<file path="src/rtl/fifo_pkg.sv">
// fifo_pkg: shared FSM state type and Gray-to-binary helper
package fifo_pkg;
  typedef enum logic {IDLE, BURST} state_t;
  function automatic logic [31:0] gray2bin(input logic [31:0] g);
    logic [31:0] b;
    b[31] = g[31];
    for (int i = 30; i >= 0; i--) b[i] = b[i+1] ^ g[i];
    return b;
  endfunction
endpackage

</file>
<file path="src/rtl/rr_arbiter.sv">
// rr_arbiter: combinational round-robin search starting at ptr, wrapping modulo NREQ
module rr_arbiter #(
  parameter int NREQ = 4,
  parameter int IW = $clog2(NREQ)
) (
  input  logic [NREQ-1:0] req,
  input  logic [IW-1:0]   ptr,
  output logic [NREQ-1:0] gnt,
  output logic [IW-1:0]   idx
);
  // scan from the farthest candidate back to ptr so the nearest requester wins
  always_comb begin
    gnt = '0;
    idx = '0;
    for (int k = NREQ - 1; k >= 0; k--) begin
      if (req[(int'(ptr) + k) % NREQ]) begin
        gnt = '0;
        gnt[(int'(ptr) + k) % NREQ] = 1'b1;
        idx = IW'((int'(ptr) + k) % NREQ);
      end
    end
  end
endmodule

</file>
<file path="src/rtl/fifo_wr_arbiter.sv">
// fifo_wr_arbiter: packet-granular round-robin write arbiter for an async FIFO; FIFO_WR_ARB_SPACE_CHECK_EN enables the free-space gate
module fifo_wr_arbiter
  import fifo_pkg::*;
#(
  parameter int NREQ      = 4,
  parameter int DSIZE     = 8,
  parameter int ADDRSIZE  = 4,
  parameter int MIN_SPACE = 4
) (
  input  logic                    wclk,
  input  logic                    wrst_n,
  input  logic [NREQ-1:0]         req,
  input  logic [NREQ*DSIZE-1:0]   din,
  input  logic [NREQ-1:0]         dlast,
  output logic [NREQ-1:0]         ack,
  output logic                    winc,
  output logic [DSIZE-1:0]        wdata,
  input  logic                    wfull,
  input  logic [ADDRSIZE:0]       wptr,
  input  logic [ADDRSIZE:0]       wq2_rptr,
  output logic [$clog2(NREQ)-1:0] owner,
  output logic                    busy
);
  localparam int IW = $clog2(NREQ);
  state_t state_q, state_d;
  logic [IW-1:0] owner_q, owner_d, rr_ptr_q, rr_ptr_d, win_idx;
  logic [NREQ-1:0] win_gnt;
  logic space_ok;
  rr_arbiter #(.NREQ(NREQ)) u_rr (
    .req(req),
    .ptr(rr_ptr_q),
    .gnt(win_gnt),
    .idx(win_idx)
  );
  assign busy  = state_q == BURST;
  assign ack   = (busy && !wfull) ? (req & (NREQ'(1) << owner_q)) : '0;
  assign winc  = |ack;
  assign wdata = din[owner_q*DSIZE +: DSIZE];
  assign owner = owner_q;
`ifdef FIFO_WR_ARB_SPACE_CHECK_EN
  logic [ADDRSIZE:0] wbin, rbin, used;
  assign wbin = (ADDRSIZE+1)'(gray2bin(32'(wptr)));
  assign rbin = (ADDRSIZE+1)'(gray2bin(32'(wq2_rptr)));
  assign used = wbin - rbin;
  assign space_ok = 32'(used) + 32'(MIN_SPACE) <= (32'd1 << ADDRSIZE);
`else
  logic unused_ptrs;
  assign unused_ptrs = ^{wptr, wq2_rptr};
  assign space_ok = 1'b1;
`endif
  // grant in IDLE when someone asks and room exists; release after the owner's last beat
  always_comb begin
    state_d  = state_q;
    owner_d  = owner_q;
    rr_ptr_d = rr_ptr_q;
    if (!busy && |win_gnt && space_ok) begin
      state_d = BURST;
      owner_d = win_idx;
    end
    if (winc && dlast[owner_q]) begin
      state_d  = IDLE;
      rr_ptr_d = (owner_q == IW'(NREQ - 1)) ? '0 : owner_q + 1'b1;
    end
  end
  // state, owner and round-robin pointer registers
  always_ff @(posedge wclk or negedge wrst_n) begin
    if (!wrst_n) begin
      state_q  <= IDLE;
      owner_q  <= '0;
      rr_ptr_q <= '0;
    end else begin
      state_q  <= state_d;
      owner_q  <= owner_d;
      rr_ptr_q <= rr_ptr_d;
    end
  end
endmodule
</file>
<file path="config.mk">
export PLATFORM = sky130hd
export DESIGN_NAME = fifo_wr_arbiter
export DESIGN_NICKNAME = d
export VERILOG_FILES = /design/src/rtl/fifo_pkg.sv /design/src/rtl/rr_arbiter.sv /design/src/rtl/fifo_wr_arbiter.sv
export SDC_FILE = /design/constraint.sdc
export NUM_CORES = 1
export LEC_CHECK = 0
export ABC_AREA = 1
export CORE_MARGIN = 5
export CORE_UTILIZATION = 33
export DETAILED_ROUTE_END_ITERATION = 6
export HOLD_SLACK_MARGIN = 0.08
export PLACE_DENSITY = 0.77
export RECOVER_POWER = 100
export SLEW_MARGIN = 20
export SYNTH_ARGS = -nofsm -noshare
export SYNTH_HDL_FRONTEND = slang
export SYNTH_HIERARCHICAL = 1
export SYNTH_SLANG_ARGS = --single-unit
</file>
<file path="constraint.sdc">
create_clock -name wclk -period 2.1 [get_ports wclk]
set_input_delay 0.42 -clock wclk [delete_from_list [all_inputs] [get_ports wclk]]
set_output_delay 0.42 -clock wclk [all_outputs]
set_load 0.05 [all_outputs]
</file>
==> summary.md <==
| Metric | Value |
|---|---|
| Number of max-cap violations | `0` |
| FMAX | `508 MHz` |
| Worst-Margin Slew | `0.504 ns` |
| # rows | `20` |
| Initial antenna violation count | `0` |
| Overflow after GRT | `0` |
| CTS tree | `yes` |
| Yosys warns | `6` |
| Crit path launch type | `flip-flop` |
| Slew HR | `66.3%` |
| Hold Vio Cnt, Final | `0` |
| Register area share after synthesis | `a little under an eighth` |
| DPL Wire Length | `2.85 mm` |
| Critical path arrival | `1.55 ns` |
| DP Cell Count | `297` |
| Port-buffer cells | `between 50 and 60` |
| Final setup viols | `0` |
| Synth Area per Inst | `5.90 sq um` |
| Post-Route WL | `3.63 mm` |
| First-pass GRT wire length | `5.61 mm` |
| FF-to-FF path depth | `15` |
| Top post-synthesis cells by area | `nor2_1, ha_1, dfrtp_1` |
| Leakage | `just under 1 nW` |
| Total CTS buffers | `3` |
| Endpoint class of the critical path | `output port` |
| GPL Wtd Cong | `between 0.8 and 0.9` |
| Die ar. | `0.00447 sq mm` |
| Final net count | `approximately 330` |
| Clk slew on worst S/H paths | `0.04 ns` |
| Number of hold buffers added after CTS | `0` |
| Cell Area, Synth | `0.00107 sq mm` |
| Cell accounting for the most synthesized area | `nor2_1` |
| Final Core Density | `65.5%` |
| Ports | `69` |
| Die height | `between 60 and 70 um` |
| Starting density of the core | `34.7%` |
| Worst path max stage delay | `0.85 ns` |
| Core region area | `between 0.003 and 0.004 sq mm` |
| DP Area | `0.00192 sq mm` |
| CP Cell Sequence | `clkdlybuf4s50_1` |
| Buffer depth of the longest clock path | `2` |
| Total Routing Usage GR | `15.9%` |
| Synth Net Count | `246` |
| Worst path top cell family by delay | `buffers and inverters` |
| Critical Path RT | `1.68 ns` |
| Largest net degree at the start of global routing | `21` |
| Final cell count without fillers | `slightly above 300` |
| H-Tree Depth | `1` |
| Seq cells post-synth | `5` |
| Worst-Skew Late Latency | `roughly 0.23 ns` |
| Wire length on met1 | `1.64 mm` |
| RR Endpoint | `owner[1]` |
| Drt first pass iters | `4` |
| PwrDens | `1610 mW/mm^2` |
| Met3 wire len | `~160 um` |
| Layout Area Growth over Synthesis | `89.0%` |
| Die Span X | `66.9 um` |
| Routed len/inst | `around 12 um` |
| Outcome | `completed` |
| Share of cells above drive strength 1 | `approximately 32%` |
| DR vias | `1465` |
| Area share of the largest cell type after synthesis | `around 14%` |
| Clock sink count | `5` |
| Vias in the first global route | `about 1300` |
| Critical path's slowest cell | `clkdlybuf4s50_1` |
| Worst path bufs/invs | `1` |
| Design area | `roughly 0.0020 sq mm` |
| Final ANT Viol Nets | `0` |
| Reg2reg setup slack | `0.19 ns` |
| Max-slew violation count | `0` |
| DR WL met2 | `around 1.8 mm` |
| Max layer used | `met4` |
| Worst min path class | `input pin to async pin` |
| Drc violations | `0` |
| RR Startpoint | `rr_ptr_q[0]` |
| CP Class | `flip-flop to output port` |
| Final Cycle Share | `93.7%` |
| Mapped Cells | `about 180` |
| Diodes inserted | `0` |
| DR vias/cell | `4.77` |
| CTS root buf | `clkbuf_4` |
| Maximum fanout along the worst path | `8` |
| Iter 0 DRT Violations | `45` |
| Post-synth cell types | `22` |
| VDD IR max | `0.993 mV` |
| Fin crit period | `roughly 2 ns` |
| Worst-case clock skew | `0.00115 ns` |
## final cells by class
class                      instances  area, sq um
fill                             289         1060
tap                               44         55.1
multi-input combinational        151          940
sequential                         5          125
inverter                          19         73.8
timing repair buffer              84          797
clock buffer                       4         26.3
## synth_stat cells
| cell | n |
|---|---|
| clkbuf_2 | 1 |
| nand3_1 | 13 |
| nand2_4 | 4 |
| a21oi_1 | 8 |
| o21ai_0 | 16 |
| inv_4 | 1 |
| inv_2 | 5 |
| nor2_1 | 41 |
| nand2_2 | 4 |
| buf_2 | 4 |
| nor2_4 | 1 |
| or2_0 | 3 |
| dfrtp_1 | 5 |
| nand3_2 | 4 |
| nand2_1 | 31 |
| buf_6 | 1 |
| o21ai_1 | 3 |
| a21o_1 | 2 |
| or2_2 | 1 |
| inv_1 | 13 |
| ha_1 | 12 |
| o22ai_1 | 8 |
## cells in the final DEF (no fill, tap or decap), types with 2 or more instances in the layout
master	Yosys	layout
dlymetal6s2s_1	0	4
buf_4	0	26
clkbuf_2	1	7
clkbuf_4	0	3
nand3_2	4	2
nor2_1	41	41
nand2_1	31	24
nand3_4	0	2
buf_12	0	5
o21ai_1	3	2
dfrtp_1	5	5
or2_0	3	3
nand2_4	4	3
o21ai_0	16	16
nand2_2	4	11
clkdlybuf4s50_1	0	38
inv_2	5	10
a21oi_1	8	8
o22ai_2	0	8
nand3_1	13	13
a21o_1	2	2
inv_1	13	8
ha_1	12	11
dlygate4sd3_1	0	2
## through the flow
stage | TNS, ns | worst slack (ns) | hold slack, ns | total power [mW]
after floorplan | -0.0251 | -0.0251 | 0.124 | 2.08
after global placement | -0.538 | -0.202 | 0.612 | 2.96
after detailed placement | -0.485 | -0.198 | 0.613 | 2.99
after CTS | 0 | 0.0342 | 0.406 | 3.12
after global routing | -0.00416 | -0.00416 | 0.492 | 3.50
final | 0 | 0.133 | 0.479 | 3.24
## per-layer routing
metal	vias up	GRT usage, %
met1	665	20.3
met2	44	29.6
met5	-	0
li1	754	-
met4	0	1.27
met3	2	1.52
## worst max path at each step
stage,startpoint,end,slack (ns),cells past startpoint
after floorplan,owner[0],wdata[6],-0.03,4
after global placement,req[2],owner[0],-0.20,15
after detailed placement,req[2],owner[1],-0.20,15
after CTS,req[2],owner[1],0.03,15
after global routing,rr_ptr_q[0],owner[0],-0.004,15
final,owner[1],owner[1],0.13,1
## cells by family after synthesis
kind of cell    Yosys count  synth area share (%)
compound gates           37                  18.8
fa+ha+maj                12                  14.1
buf+inv                  25                  10.3
flops                     5                  11.7
simple gates            102                  45.1
## what timing repair did
item                       CTS  global route
resized for setup            0            21
setup buffers                0             6
setup endpoints to repair    0             4
## sequential cells by signal, summed over array words and instances, names as in the netlist
register and cells:
busy 1, rr_ptr_q 2, owner 2
## power by group
part           internal, mW  total [mW]  switching, mW
logic                  1.13        2.93           1.80
clock network        0.0716       0.107         0.0356
registers             0.144       0.201         0.0569
total                  1.35        3.24           1.89
Note: power is estimated with default switching activity, not from simulation.
